`src/rtl/layer_input_sequencer.sv`:
```
// layer_input_sequencer
// Gathers one full layer of activation values (one lane per neuron) from the
// aggregator and replays it as a stream of (index, value) beats. Once every
// lane has been seen, the stream runs for NUM_NEURON accepted beats, and then
// the block goes back to collecting. The aggregator therefore never has to
// hold its values while the neuron array is busy.
module layer_input_sequencer #(
    parameter int NUM_NEURON = 6,
    parameter int VALUE_SIZE = 9,
    parameter int INDEX_SIZE = 3
) (
    input  logic                             clk,
    input  logic                             rst,
    input  logic [NUM_NEURON*VALUE_SIZE-1:0] in_values,
    input  logic [NUM_NEURON-1:0]            in_valid,
    output logic                             in_ready,
    output logic [VALUE_SIZE-1:0]            out_value,
    output logic [INDEX_SIZE-1:0]            out_index,
    output logic                             out_valid,
    input  logic                             out_ready,
    output logic                             out_last,
    output logic                             layer_done
);

    localparam logic [0:0] ST_COLLECT = 1'b0;
    localparam logic [0:0] ST_STREAM  = 1'b1;

    localparam logic [INDEX_SIZE-1:0] IDX_LAST = INDEX_SIZE'(NUM_NEURON - 1);
    localparam logic [INDEX_SIZE-1:0] IDX_ZERO = {INDEX_SIZE{1'b0}};
    localparam logic [INDEX_SIZE-1:0] IDX_ONE  = INDEX_SIZE'(1);

    logic [0:0]            state_r;
    logic [0:0]            state_nxt_s;
    logic [NUM_NEURON-1:0] captured_r;
    logic [NUM_NEURON-1:0] captured_nxt_s;
    logic [INDEX_SIZE-1:0] idx_r;
    logic [INDEX_SIZE-1:0] idx_nxt_s;
    logic [VALUE_SIZE-1:0] buffer_r     [NUM_NEURON];
    logic [VALUE_SIZE-1:0] buffer_nxt_s [NUM_NEURON];
    logic                  done_nxt_s;

    logic                  in_ready_r;
    logic                  out_valid_r;
    logic                  out_last_r;
    logic                  layer_done_r;
    logic [VALUE_SIZE-1:0] out_value_r;

    // Next-state logic: lane capture while collecting, index advance while streaming.
    always_comb begin
        state_nxt_s    = state_r;
        captured_nxt_s = captured_r;
        idx_nxt_s      = idx_r;
        buffer_nxt_s   = buffer_r;
        done_nxt_s     = 1'b0;
        case (state_r)
            ST_COLLECT: begin
                for (int i = 0; i < NUM_NEURON; i++) begin
                    if (in_valid[i]) begin
                        buffer_nxt_s[i]   = in_values[i*VALUE_SIZE +: VALUE_SIZE];
                        captured_nxt_s[i] = 1'b1;
                    end else begin
                        buffer_nxt_s[i]   = buffer_r[i];
                        captured_nxt_s[i] = captured_r[i];
                    end
                end
                if (&captured_nxt_s) begin
                    state_nxt_s = ST_STREAM;
                    idx_nxt_s   = IDX_ZERO;
                end else begin
                    state_nxt_s = ST_COLLECT;
                    idx_nxt_s   = idx_r;
                end
            end
            ST_STREAM: begin
                // out_valid is implied by being in this state
                if (out_ready) begin
                    if (idx_r == IDX_LAST) begin
                        idx_nxt_s      = IDX_ZERO;
                        captured_nxt_s = {NUM_NEURON{1'b0}};
                        state_nxt_s    = ST_COLLECT;
                        done_nxt_s     = 1'b1;
                    end else begin
                        idx_nxt_s      = idx_r + IDX_ONE;
                    end
                end else begin
                    idx_nxt_s = idx_r;
                end
            end
            default: begin
                state_nxt_s    = ST_COLLECT;
                captured_nxt_s = {NUM_NEURON{1'b0}};
                idx_nxt_s      = IDX_ZERO;
            end
        endcase
    end

    // State, buffer and registered output updates; rst discards everything.
    always_ff @(posedge clk) begin
        if (rst) begin
            state_r      <= ST_COLLECT;
            captured_r   <= {NUM_NEURON{1'b0}};
            idx_r        <= IDX_ZERO;
            for (int i = 0; i < NUM_NEURON; i++) begin
                buffer_r[i] <= {VALUE_SIZE{1'b0}};
            end
            in_ready_r   <= 1'b1;
            out_valid_r  <= 1'b0;
            out_last_r   <= 1'b0;
            layer_done_r <= 1'b0;
            out_value_r  <= {VALUE_SIZE{1'b0}};
        end else begin
            state_r      <= state_nxt_s;
            captured_r   <= captured_nxt_s;
            idx_r        <= idx_nxt_s;
            buffer_r     <= buffer_nxt_s;
            in_ready_r   <= (state_nxt_s == ST_COLLECT);
            out_valid_r  <= (state_nxt_s == ST_STREAM);
            out_last_r   <= (state_nxt_s == ST_STREAM) && (idx_nxt_s == IDX_LAST);
            layer_done_r <= done_nxt_s;
            // Pre-select the lane that will be presented next cycle so the
            // output value comes straight from a flop.
            out_value_r  <= buffer_nxt_s[idx_nxt_s];
        end
    end

    assign in_ready   = in_ready_r;
    assign out_valid  = out_valid_r;
    assign out_last   = out_last_r;
    assign layer_done = layer_done_r;
    assign out_value  = out_value_r;
    assign out_index  = idx_r;

endmodule
```
`config.mk`:
```
export PLATFORM = sky130hd
export DESIGN_NAME = layer_input_sequencer
export DESIGN_NICKNAME = d
export VERILOG_FILES = /design/src/rtl/layer_input_sequencer.sv
export SDC_FILE = /design/constraint.sdc
export NUM_CORES = 1
export LEC_CHECK = 0
export ABC_CLOCK_PERIOD_IN_PS = 2350
export BUFFER_PORTS_ARGS = -buffer_cell sky130_fd_sc_hd__buf_2
export CAP_MARGIN = 20
export CORE_ASPECT_RATIO = 0.5
export CORE_MARGIN = 1
export CORE_UTILIZATION = 52
export CTS_CLUSTER_SIZE = 40
export DETAILED_ROUTE_END_ITERATION = 7
export PLACE_DENSITY_LB_ADDON = 0.05
export SYNTH_ARGS = -nofsm -noshare
export SYNTH_HDL_FRONTEND = slang
export SYNTH_SLANG_ARGS = --single-unit
```
`constraint.sdc`:
```
create_clock -name clk -period 2.35 [get_ports clk]
set_input_delay 0.5875 -clock clk [delete_from_list [all_inputs] [get_ports clk]]
set_output_delay 0.5875 -clock clk [all_outputs]
set_load 0.01 [all_outputs]
```
# Word level (Yosys, flattened, before mapping)
# Index checks and enable logic that the tools add are counted.
# Widths: inputs -> output; s select.
# totals
register_bits	76
latchBits	0
ramBits	0
rom_bits	0
in_bits	63
out_inout_bits	16
elab_cells	61
memories	0
# op_classes
addsub	1
multipliers	0
div_mod_pow	0
order_cmp	1
n_eq_ne	4
n_shift	0
muxes	34
bitwise_logic	4
reduce_logical	4
# op_table
cell	n
$mux 9	8
$mux 54	1
$bmux 9 s3	1
$mux 1	16
$mux 6	2
$pmux 6 s2	1
$mux 3	3
$eq 3x3->1 const B	2
$pmux 3 s2	1
$reduce_and 6->1	1
$ge 4x4->1 const B	1
$not 3->4	1
$add 3x1->3 const B	1
$not 1->1	3
$reduce_or 3->1	1
$ne 2x1->1 const B	1
$ne 2x2->1 const B	1
$pmux 1 s2	1
$reduce_and 2->1	1
$logic_and 1x1->1	1

# Depth between registers and ports, before layout
# Gate-level depths: netlist of run 1.
# depth
depth_word	9
ltp_mapped	7
ltp_nobuf	5

# Least setup slack after synthesis of run 1
# OpenSTA, ideal clock, no wires.
# synth_timing
path_kind	input to register
startpoint	in in_valid[0]
endpoint	reg out_value_r[8], in the netlist out_value[8]
setup_ns	0.122
t_arrival_ns	2.048
required_time_ns	2.228
path_slack_ns	0.180
stages	6
n_path_buf	1
cell_sequence	o22ai_2 > or4_4 > buf_6 > a31oi_4 > mux2i_1 > a221o_1
# synth_between
elab_chain_len	9
word_cells_on_any_way	11
classes_between	9 x mux; 1 x bitwise; 1 x reduce/logical
# synth_rtl
element	line_no	rtl
start, declared	15	input logic [NUM_NEURON-1:0] in_valid,
$mux 1	58	if (in_valid[i]) begin
$mux 1	55	case (state_r)
$reduce_and 6->1	66	if (&captured_nxt_s) begin
$mux 3	66	
$pmux 3 s2	55	
$not 3->4 (not written as such)	122	out_value_r <= buffer_nxt_s[idx_nxt_s];
$bmux 9 s3 *	122	
$mux 9 (not written as such) * (2 in series)	122	
end signal, assigned	110	out_value_r <= {VALUE_SIZE{1'b0}};
end signal, assigned	122	
end, declared	46	logic [VALUE_SIZE-1:0] out_value_r;
# Mark *: on every way between the ends. The rest lies on a longest branch, timed or not. The select of a mux whose other input is x is not followed.
# A chain may end at the register's enable or synchronous reset.

==> run_summary.xml, run 1 <==
<?xml version="1.0" encoding="UTF-8"?>
<metrics>
  <group name="placed_design">
    <metric name="place.detailed.hpwl" unit="mm">6.27</metric>
    <metric name="place_congestion" unit="">0.921</metric>
    <metric name="detailedPlace.worstSlack" unit="ps">146</metric>
    <metric name="io_buffers" unit="">78</metric>
  </group>
  <group name="sta">
    <metric name="timing.clock.skew" unit="ps">2.59</metric>
    <metric name="finalCriticalPeriod" unit="ps">2170</metric>
    <metric name="postLayoutSetupSlackWorst" unit="ps">177</metric>
    <metric name="setup_tns" unit="ps">0</metric>
    <metric name="timing.hold.ws" unit="ps">478</metric>
    <metric name="setup_repair_after_global_routing_missed_its_margin" unit="">no</metric>
    <metric name="hold_violations" unit="">0</metric>
    <metric name="timing.final.max_slew_violations" unit="">0</metric>
    <metric name="setup-violations-final" unit="">0</metric>
    <metric name="worst_pin_slew" unit="ps">511</metric>
    <metric name="final_clock_period_utilization_by_the_worst_path" unit="">0.925</metric>
    <metric name="maximum_achievable_frequency" unit="MHz">460</metric>
    <metric name="maxSlewHeadroom" unit="">0.649</metric>
  </group>
  <group name="cts">
    <metric name="post_cts_resize_count" unit="">0</metric>
    <metric name="htreeDepth" unit="">3</metric>
    <metric name="path_clk_slew" unit="ps">50</metric>
    <metric name="clock_latency" unit="ps">330</metric>
    <metric name="cts-root-buf" unit="">clkbuf_16</metric>
    <metric name="clock_tree_sinks" unit="">76</metric>
    <metric name="cts_hold_buffers" unit="">0</metric>
    <metric name="cts.repair_timing.setup_buffer_count" unit="">0</metric>
    <metric name="cts_tree" unit="">done</metric>
    <metric name="cts_made_buffers" unit="">9</metric>
    <metric name="clock_path_buffers" unit="">2</metric>
  </group>
  <group name="cells_and_area">
    <metric name="area_growth" unit="%">25.8</metric>
    <metric name="sequential_cell_area" unit="mm2">0.00152</metric>
    <metric name="fin_util" unit="">0.704</metric>
    <metric name="post_route_cells_drive_above_1_share" unit="">0.297</metric>
    <metric name="final_net_count" unit="">484</metric>
    <metric name="layout.cells.most_common" unit="">buf_2</metric>
    <metric name="fillCellCount" unit="">458</metric>
    <metric name="most-common-layout-cells" unit="">buf_2 (78), dfxtp_1 (76), nor2_1 (52)</metric>
    <metric name="insertedDiodeCount" unit="">0</metric>
    <metric name="multi_input_area" unit="mm2">0.00157</metric>
  </group>
  <group name="logic_synthesis">
    <metric name="synth_warnings" unit="">0</metric>
    <metric name="synth_top_cell_area_share" unit="">0.477</metric>
    <metric name="syn_nets" unit="">398</metric>
    <metric name="post_synth_inst_count" unit="">335</metric>
    <metric name="yosys_register_bits" unit="">76</metric>
    <metric name="synth_seq_area_share" unit="">0.477</metric>
    <metric name="yosysTopAreaCell" unit="">dfxtp_1</metric>
    <metric name="synth.top_cells.by_area" unit="">dfxtp_1 (48%), mux2i_1 (16%), nand3_1 (6.1%)</metric>
    <metric name="syn_avg_cell_area" unit="um2">9.53</metric>
    <metric name="syn_area" unit="mm2">0.00319</metric>
    <metric name="synth_cell_type_count" unit="">35</metric>
  </group>
  <group name="power">
    <metric name="power.switching_fraction" unit="">0.240</metric>
    <metric name="p_per_cell_area" unit="mW/mm2">778</metric>
    <metric name="clock_power_share" unit="">0.412</metric>
    <metric name="p_leak" unit="uW">0.00184</metric>
    <metric name="internal_dissipation" unit="uW">2370</metric>
    <metric name="power_frac_comb" unit="">0.137</metric>
    <metric name="switchingPower" unit="uW">750</metric>
    <metric name="power.sequential.fraction" unit="">0.451</metric>
    <metric name="vdd_ir_drop_max" unit="mV">0.490</metric>
  </group>
  <group name="grt">
    <metric name="pin_count_of_the_biggest_net_entering_global_routing" unit="">41</metric>
    <metric name="grt_antenna_before_repair" unit="">0</metric>
    <metric name="grt_use_met1" unit="">0.373</metric>
    <metric name="grt_usage" unit="">0.274</metric>
    <metric name="gr-max-usage-layer" unit="">met2</metric>
    <metric name="global_route.usage.met3" unit="">0.0903</metric>
    <metric name="number_of_global_route_vias_before_repair" unit="">2730</metric>
    <metric name="grtUsageMet2" unit="">0.412</metric>
    <metric name="grt_pass1_wl" unit="mm">13.3</metric>
    <metric name="gr-total-overflow" unit="">0</metric>
  </group>
  <group name="run_status">
    <metric name="run_status" unit="">completed</metric>
  </group>
  <group name="routing">
    <metric name="drtAntennaViolNets" unit="">0</metric>
    <metric name="first_iter_violations" unit="">190</metric>
    <metric name="route.detailed.vias_per_inst" unit="">5.59</metric>
    <metric name="firstDrtPassIters" unit="">4</metric>
    <metric name="remaining_drc_errors" unit="">0</metric>
    <metric name="route.detailed.wl_per_inst" unit="um">16.5</metric>
    <metric name="drt_wl_total" unit="mm">8.22</metric>
    <metric name="routed-via-count" unit="">2777</metric>
  </group>
  <group name="floorplan">
    <metric name="start_util" unit="">0.559</metric>
    <metric name="chipWidth" unit="um">113</metric>
    <metric name="placementRows" unit="">19</metric>
    <metric name="io_pins" unit="">79</metric>
    <metric name="floorplan.core_area" unit="mm2">0.00571</metric>
    <metric name="die_area" unit="mm2">0.00647</metric>
    <metric name="chipHeight" unit="um">57.4</metric>
  </group>
  <group name="critical_path">
    <metric name="critical_path.max_fanout" unit="">15</metric>
    <metric name="worstSetupEndpointType" unit="">register</metric>
    <metric name="cp_cell_sequence" unit="">nand3_1, mux2i_1, o21ai_0, and3_1, a311o_1</metric>
    <metric name="critical_path.slowest_cell" unit="">dfxtp_1</metric>
    <metric name="worstPathRequired" unit="ps">2560</metric>
    <metric name="worst-setup-path-type" unit="">reg2reg</metric>
    <metric name="worst_ep_arrival_time" unit="ps">2390</metric>
    <metric name="critPathMaxStageDelay" unit="ps">610</metric>
    <metric name="crit_path_start_kind" unit="">register</metric>
  </group>
  <group name="worst_hold_path">
    <metric name="hold_class" unit="">reg2reg</metric>
  </group>
  <group name="flow_run">
    <metric name="maxCapViolations" unit="">0</metric>
  </group>
</metrics>
## routing by layer
metal / vias up / wire length (um)
li1: 1355 / -
met1: 1294 / 3820
met2: 113 / 3450
met3: 15 / 796
met4: 0 / 150
met5: - / 0
## critical path: cells and delay by family, from the launching register on
kind / cells / cell delay (ps)
DFF: 1 / 610
and+or+nand+nor: 2 / 490
muxes: 1 / 490
AOI/OAI and AO/OA: 2 / 460
## registers in the layout, indices dropped and copies added, names as in the netlist
| name | count |
|---|---|
| buffer_r | 54 |
| layer_done | 1 |
| out_last | 1 |
| out_valid | 1 |
| in_ready | 1 |
| out_index | 3 |
| out_value | 9 |
| captured_r | 6 |
## cells by family (layout without fill, tap and decap cells)
family | count (synthesis) | count (layout) | share of synthesized area
and+or+nand+nor | 125 | 125 | 0.190
DFF | 76 | 76 | 0.477
muxes | 58 | 58 | 0.185
AOI/OAI and AO/OA | 50 | 50 | 0.110
buffers and inverters | 24 | 113 | 0.0329
xor gates and xnor gates | 2 | 2 | 0.00549
## per-stage QoR
step                area, um2  instances  power [uW]
floorplan                3190        335        1680
global placement         3740        483        1850
detailed placement       3740        483        1860
CTS                      4010        497        3140
global route             4010        497        3240
finish                   4010        497        3120
## area by class of cell
type | count | share of cell area
Tap cell | 73 | 0.0228
Sequential cell | 76 | 0.379
Inverter | 1 | 0.000935
Multi-Input combinational cell | 235 | 0.392
Clock inverter | 3 | 0.00998
Clock buffer | 11 | 0.0580
Timing Repair Buffer | 98 | 0.138
## synthesized netlist by cell type, drive strengths merged
library cell and number:
inv 1, a211oi 3, nand2 4, a221o 1
nor2 52, dfxtp 76, or4 1, o21ai 25
nor2b 14, and4b 1, nand3 39, nand2b 2
xnor2 1, nor3b 1, o22ai 3, and2 1
o221ai 7, nor4 3, a31oi 3, a311o 1
and3 4, xor2 1, clkbuf 13, nor3 2
mux2i 50, buf 10, or2 1, mux2 8
o21a 7
## power by group through the flow
stage | logic (uW) | registers (uW) | clock network, uW
after floorplan | 253 | 1430 | 0
after global placement | 414 | 1430 | 0
after detailed placement | 422 | 1430 | 0
after CTS | 424 | 1410 | 1300
after global routing | 467 | 1420 | 1350
final | 427 | 1410 | 1290
## final timing paths
| kind | startpoint | endpoint | slack [ps] | cells past startpoint |
|---|---|---|---|---|
| max reg2reg | out_valid | out_value[7] | 180 | 5 |
| max | out_valid | out_value[7] | 180 | 5 |
| min reg2reg | captured_r[1] | captured_r[1] | 480 | 1 |
| min | captured_r[1] | captured_r[1] | 480 | 1 |
No activity file was read; power rests on OpenSTA's default activity.
==> run 2: changes to the inputs <==
--- a/config.mk
+++ b/config.mk
@@ -5,6 +5,7 @@
 export SDC_FILE = /design/constraint.sdc
 export NUM_CORES = 1
 export LEC_CHECK = 0
+export ABC_AREA = 1
 export ABC_CLOCK_PERIOD_IN_PS = 2350
 export BUFFER_PORTS_ARGS = -buffer_cell sky130_fd_sc_hd__buf_2
 export CAP_MARGIN = 20
==> run 2 against run 1 <==
Wire length down 3.4%. Die area grew 2.7%. Worst setup slack improved by 320 ps. Clock skew up 1.4 ps. Register-to-register slack gained 320 ps. Via count increased by 5.5%. Clock power grew 10%. Global-route usage shrank 1.6 points. Core utilization is 4.3 points lower. Sequential cell count did not move.
==> run_summary.xml, run 2 <==
<?xml version="1.0" encoding="UTF-8"?>
<metrics>
  <group name="routing">
    <metric name="route.detailed.vias_per_inst" unit="">4.96</metric>
    <metric name="firstDrtPassIters" unit="">4</metric>
    <metric name="remaining_drc_errors" unit="">0</metric>
    <metric name="routed-via-count" unit="">2929</metric>
    <metric name="drt_wl_total" unit="mm">7.94</metric>
    <metric name="drtAntennaViolNets" unit="">0</metric>
    <metric name="route.detailed.wl_per_inst" unit="um">13.4</metric>
    <metric name="first_iter_violations" unit="">170</metric>
  </group>
  <group name="cts">
    <metric name="post_cts_resize_count" unit="">0</metric>
    <metric name="clock_tree_sinks" unit="">76</metric>
    <metric name="cts_tree" unit="">done</metric>
    <metric name="path_clk_slew" unit="ps">60</metric>
    <metric name="clock_path_buffers" unit="">2</metric>
    <metric name="cts.repair_timing.setup_buffer_count" unit="">0</metric>
    <metric name="htreeDepth" unit="">3</metric>
    <metric name="clock_latency" unit="ps">340</metric>
    <metric name="cts-root-buf" unit="">clkbuf_16</metric>
    <metric name="cts_made_buffers" unit="">9</metric>
    <metric name="cts_hold_buffers" unit="">0</metric>
  </group>
  <group name="cells_and_area">
    <metric name="registers.top_by_ff_count" unit="">buffer_r</metric>
    <metric name="postLayoutCellArea" unit="mm2">0.00402</metric>
    <metric name="post_route_cells_drive_above_1_share" unit="">0.225</metric>
    <metric name="fin_util" unit="">0.660</metric>
    <metric name="largest_register_ffs" unit="">54</metric>
    <metric name="most-common-layout-cells" unit="">nand2_1 (84), buf_2 (78), dfxtp_1 (76)</metric>
    <metric name="area_growth" unit="%">22.5</metric>
    <metric name="layout.cells.most_common" unit="">nand2_1</metric>
    <metric name="insertedDiodeCount" unit="">0</metric>
    <metric name="final_net_count" unit="">561</metric>
  </group>
  <group name="power">
    <metric name="p_per_cell_area" unit="mW/mm2">820</metric>
    <metric name="vdd_ir_drop_max" unit="mV">0.576</metric>
    <metric name="p_leak" unit="uW">0.00205</metric>
  </group>
  <group name="sta">
    <metric name="finalCriticalPeriod" unit="ps">1850</metric>
    <metric name="setup_repair_after_global_routing_missed_its_margin" unit="">no</metric>
    <metric name="timing.clock.skew" unit="ps">4.03</metric>
    <metric name="setup-violations-final" unit="">0</metric>
    <metric name="final_clock_period_utilization_by_the_worst_path" unit="">0.788</metric>
    <metric name="timing.final.max_slew_violations" unit="">0</metric>
    <metric name="maximum_achievable_frequency" unit="MHz">540</metric>
    <metric name="setup_tns" unit="ps">0</metric>
    <metric name="hold_violations" unit="">0</metric>
    <metric name="postLayoutSetupSlackWorst" unit="ps">497</metric>
    <metric name="maxSlewHeadroom" unit="">0.589</metric>
    <metric name="timing.hold.ws" unit="ps">458</metric>
    <metric name="worst_pin_slew" unit="ps">617</metric>
  </group>
  <group name="critical_path">
    <metric name="crit_path_start_kind" unit="">register</metric>
    <metric name="crit_family" unit="">simple AND/OR/NAND/NOR gates</metric>
    <metric name="worst_ep_arrival_time" unit="ps">2080</metric>
    <metric name="critical_path.max_fanout" unit="">9</metric>
    <metric name="source_of_the_worst_register_to_register_timing_path" unit="">out_valid</metric>
    <metric name="cp_common_cell" unit="">nand3_1</metric>
    <metric name="cp_num_buf_inv" unit="">1</metric>
    <metric name="worst-setup-path-type" unit="">reg2reg</metric>
    <metric name="worstSetupEndpointType" unit="">register</metric>
    <metric name="critPathMaxStageDelay" unit="ps">540</metric>
    <metric name="cp_cell_sequence" unit="">inv_6, nand2_1, mux2i_1, nand3_1, nand3_1, a21oi_1</metric>
    <metric name="worstPathRequired" unit="ps">2570</metric>
    <metric name="critical_path.slowest_cell" unit="">dfxtp_1</metric>
    <metric name="crit_start" unit="">out_valid</metric>
  </group>
  <group name="floorplan">
    <metric name="io_pins" unit="">79</metric>
    <metric name="placementRows" unit="">20</metric>
    <metric name="floorplan.core_area" unit="mm2">0.00608</metric>
    <metric name="start_util" unit="">0.539</metric>
    <metric name="chipWidth" unit="um">114</metric>
    <metric name="chipHeight" unit="um">58.2</metric>
    <metric name="die_area" unit="mm2">0.00665</metric>
  </group>
  <group name="grt">
    <metric name="pin_count_of_the_biggest_net_entering_global_routing" unit="">41</metric>
    <metric name="grt_pass1_wl" unit="mm">12.6</metric>
    <metric name="grt_usage" unit="">0.258</metric>
    <metric name="gr-total-overflow" unit="">0</metric>
    <metric name="grt_antenna_before_repair" unit="">0</metric>
    <metric name="number_of_global_route_vias_before_repair" unit="">2509</metric>
  </group>
  <group name="logic_synthesis">
    <metric name="synth_cell_type_count" unit="">24</metric>
    <metric name="synth_enable_flop_cells" unit="">0</metric>
    <metric name="synth_most_common_cell" unit="">nand2_1</metric>
    <metric name="synth_top_cell_area_share" unit="">0.464</metric>
    <metric name="dominantRegCellSynth" unit="">dfxtp_1</metric>
    <metric name="synth.top_cells.by_area" unit="">dfxtp_1 (46%), mux2i_1 (11%), nand2_1 (9.6%)</metric>
    <metric name="post_synth_inst_count" unit="">424</metric>
    <metric name="syn_avg_cell_area" unit="um2">7.73</metric>
    <metric name="asyncSetResetFlopFracSynth" unit="">0</metric>
    <metric name="yosys_register_bits" unit="">76</metric>
    <metric name="syn_nets" unit="">487</metric>
    <metric name="post_synth_most_frequent_cells" unit="">nand2_1 (84), dfxtp_1 (76), nor2_1 (69)</metric>
    <metric name="synth_warnings" unit="">0</metric>
    <metric name="syn_area" unit="mm2">0.00328</metric>
    <metric name="yosysTopAreaCell" unit="">dfxtp_1</metric>
    <metric name="synth_seq_area_share" unit="">0.464</metric>
  </group>
  <group name="placed_design">
    <metric name="io_buffers" unit="">78</metric>
    <metric name="detailedPlace.worstSlack" unit="ps">315</metric>
    <metric name="detailed_place.area" unit="mm2">0.00370</metric>
    <metric name="place_congestion" unit="">0.865</metric>
    <metric name="place.detailed.hpwl" unit="mm">5.82</metric>
  </group>
  <group name="flow_run">
    <metric name="maxCapViolations" unit="">0</metric>
  </group>
  <group name="worst_hold_path">
    <metric name="hold_class" unit="">reg2reg</metric>
    <metric name="worst_hold_startpoint" unit="">captured_r[0]</metric>
  </group>
  <group name="run_status">
    <metric name="run_status" unit="">completed</metric>
  </group>
</metrics>
run 2: power breakdown:
part           switching, uW  internal [uW]
registers               30.3           1380
logic                    285            176
clock network            512            909
total                    827           2470
run 2: layout make-up:
cell class | count | area [um2]
well taps | 88 | 110
flip-flops and latches | 76 | 1520
repair buffers | 83 | 428
inverters | 34 | 135
clock buffers | 13 | 270
fillers | 572 | 2060
multi-input cells | 294 | 1510
clock inverters | 3 | 43.8
run 2: path summary, 6_finish.rpt:
kind	endpoint	slack (ps)	depth (start not counted)
hold / removal	captured_r[0]	460	2
setup / recovery	out_value[4]	500	6
setup reg to reg	out_value[4]	500	6
hold reg to reg	captured_r[0]	460	2
run 2: kinds of logic after synthesis:
| family | synth area share |
|---|---|
| AOI/OAI and AO/OA | 0.0610 |
| buffers and inverters | 0.0763 |
| and+or+nand+nor | 0.289 |
| muxes | 0.110 |
| DFF | 0.464 |
run 2: through the flow:
step / instances / power [uW]
finish: 591 / 3300
floorplan: 424 / 1740
global placement: 575 / 1890
global route: 591 / 3440
CTS: 591 / 3320
detailed placement: 575 / 1900
run 2: tightest hold or removal path, delay by kind of cell, from the launching register on:
family,cells,cell delay (ps)
compound gates,1,60
flops,1,300
buf+inv,1,60
run 2: routing by layer:
layer  vias to the layer above  global-route usage  routed length (um)
li1                       1513                   -                   -
met1                      1304               0.398                4110
met2                       105               0.336                3090
met3                         7              0.0816                 649
met4                         0              0.0724                  87
met5                         -                   0                   0
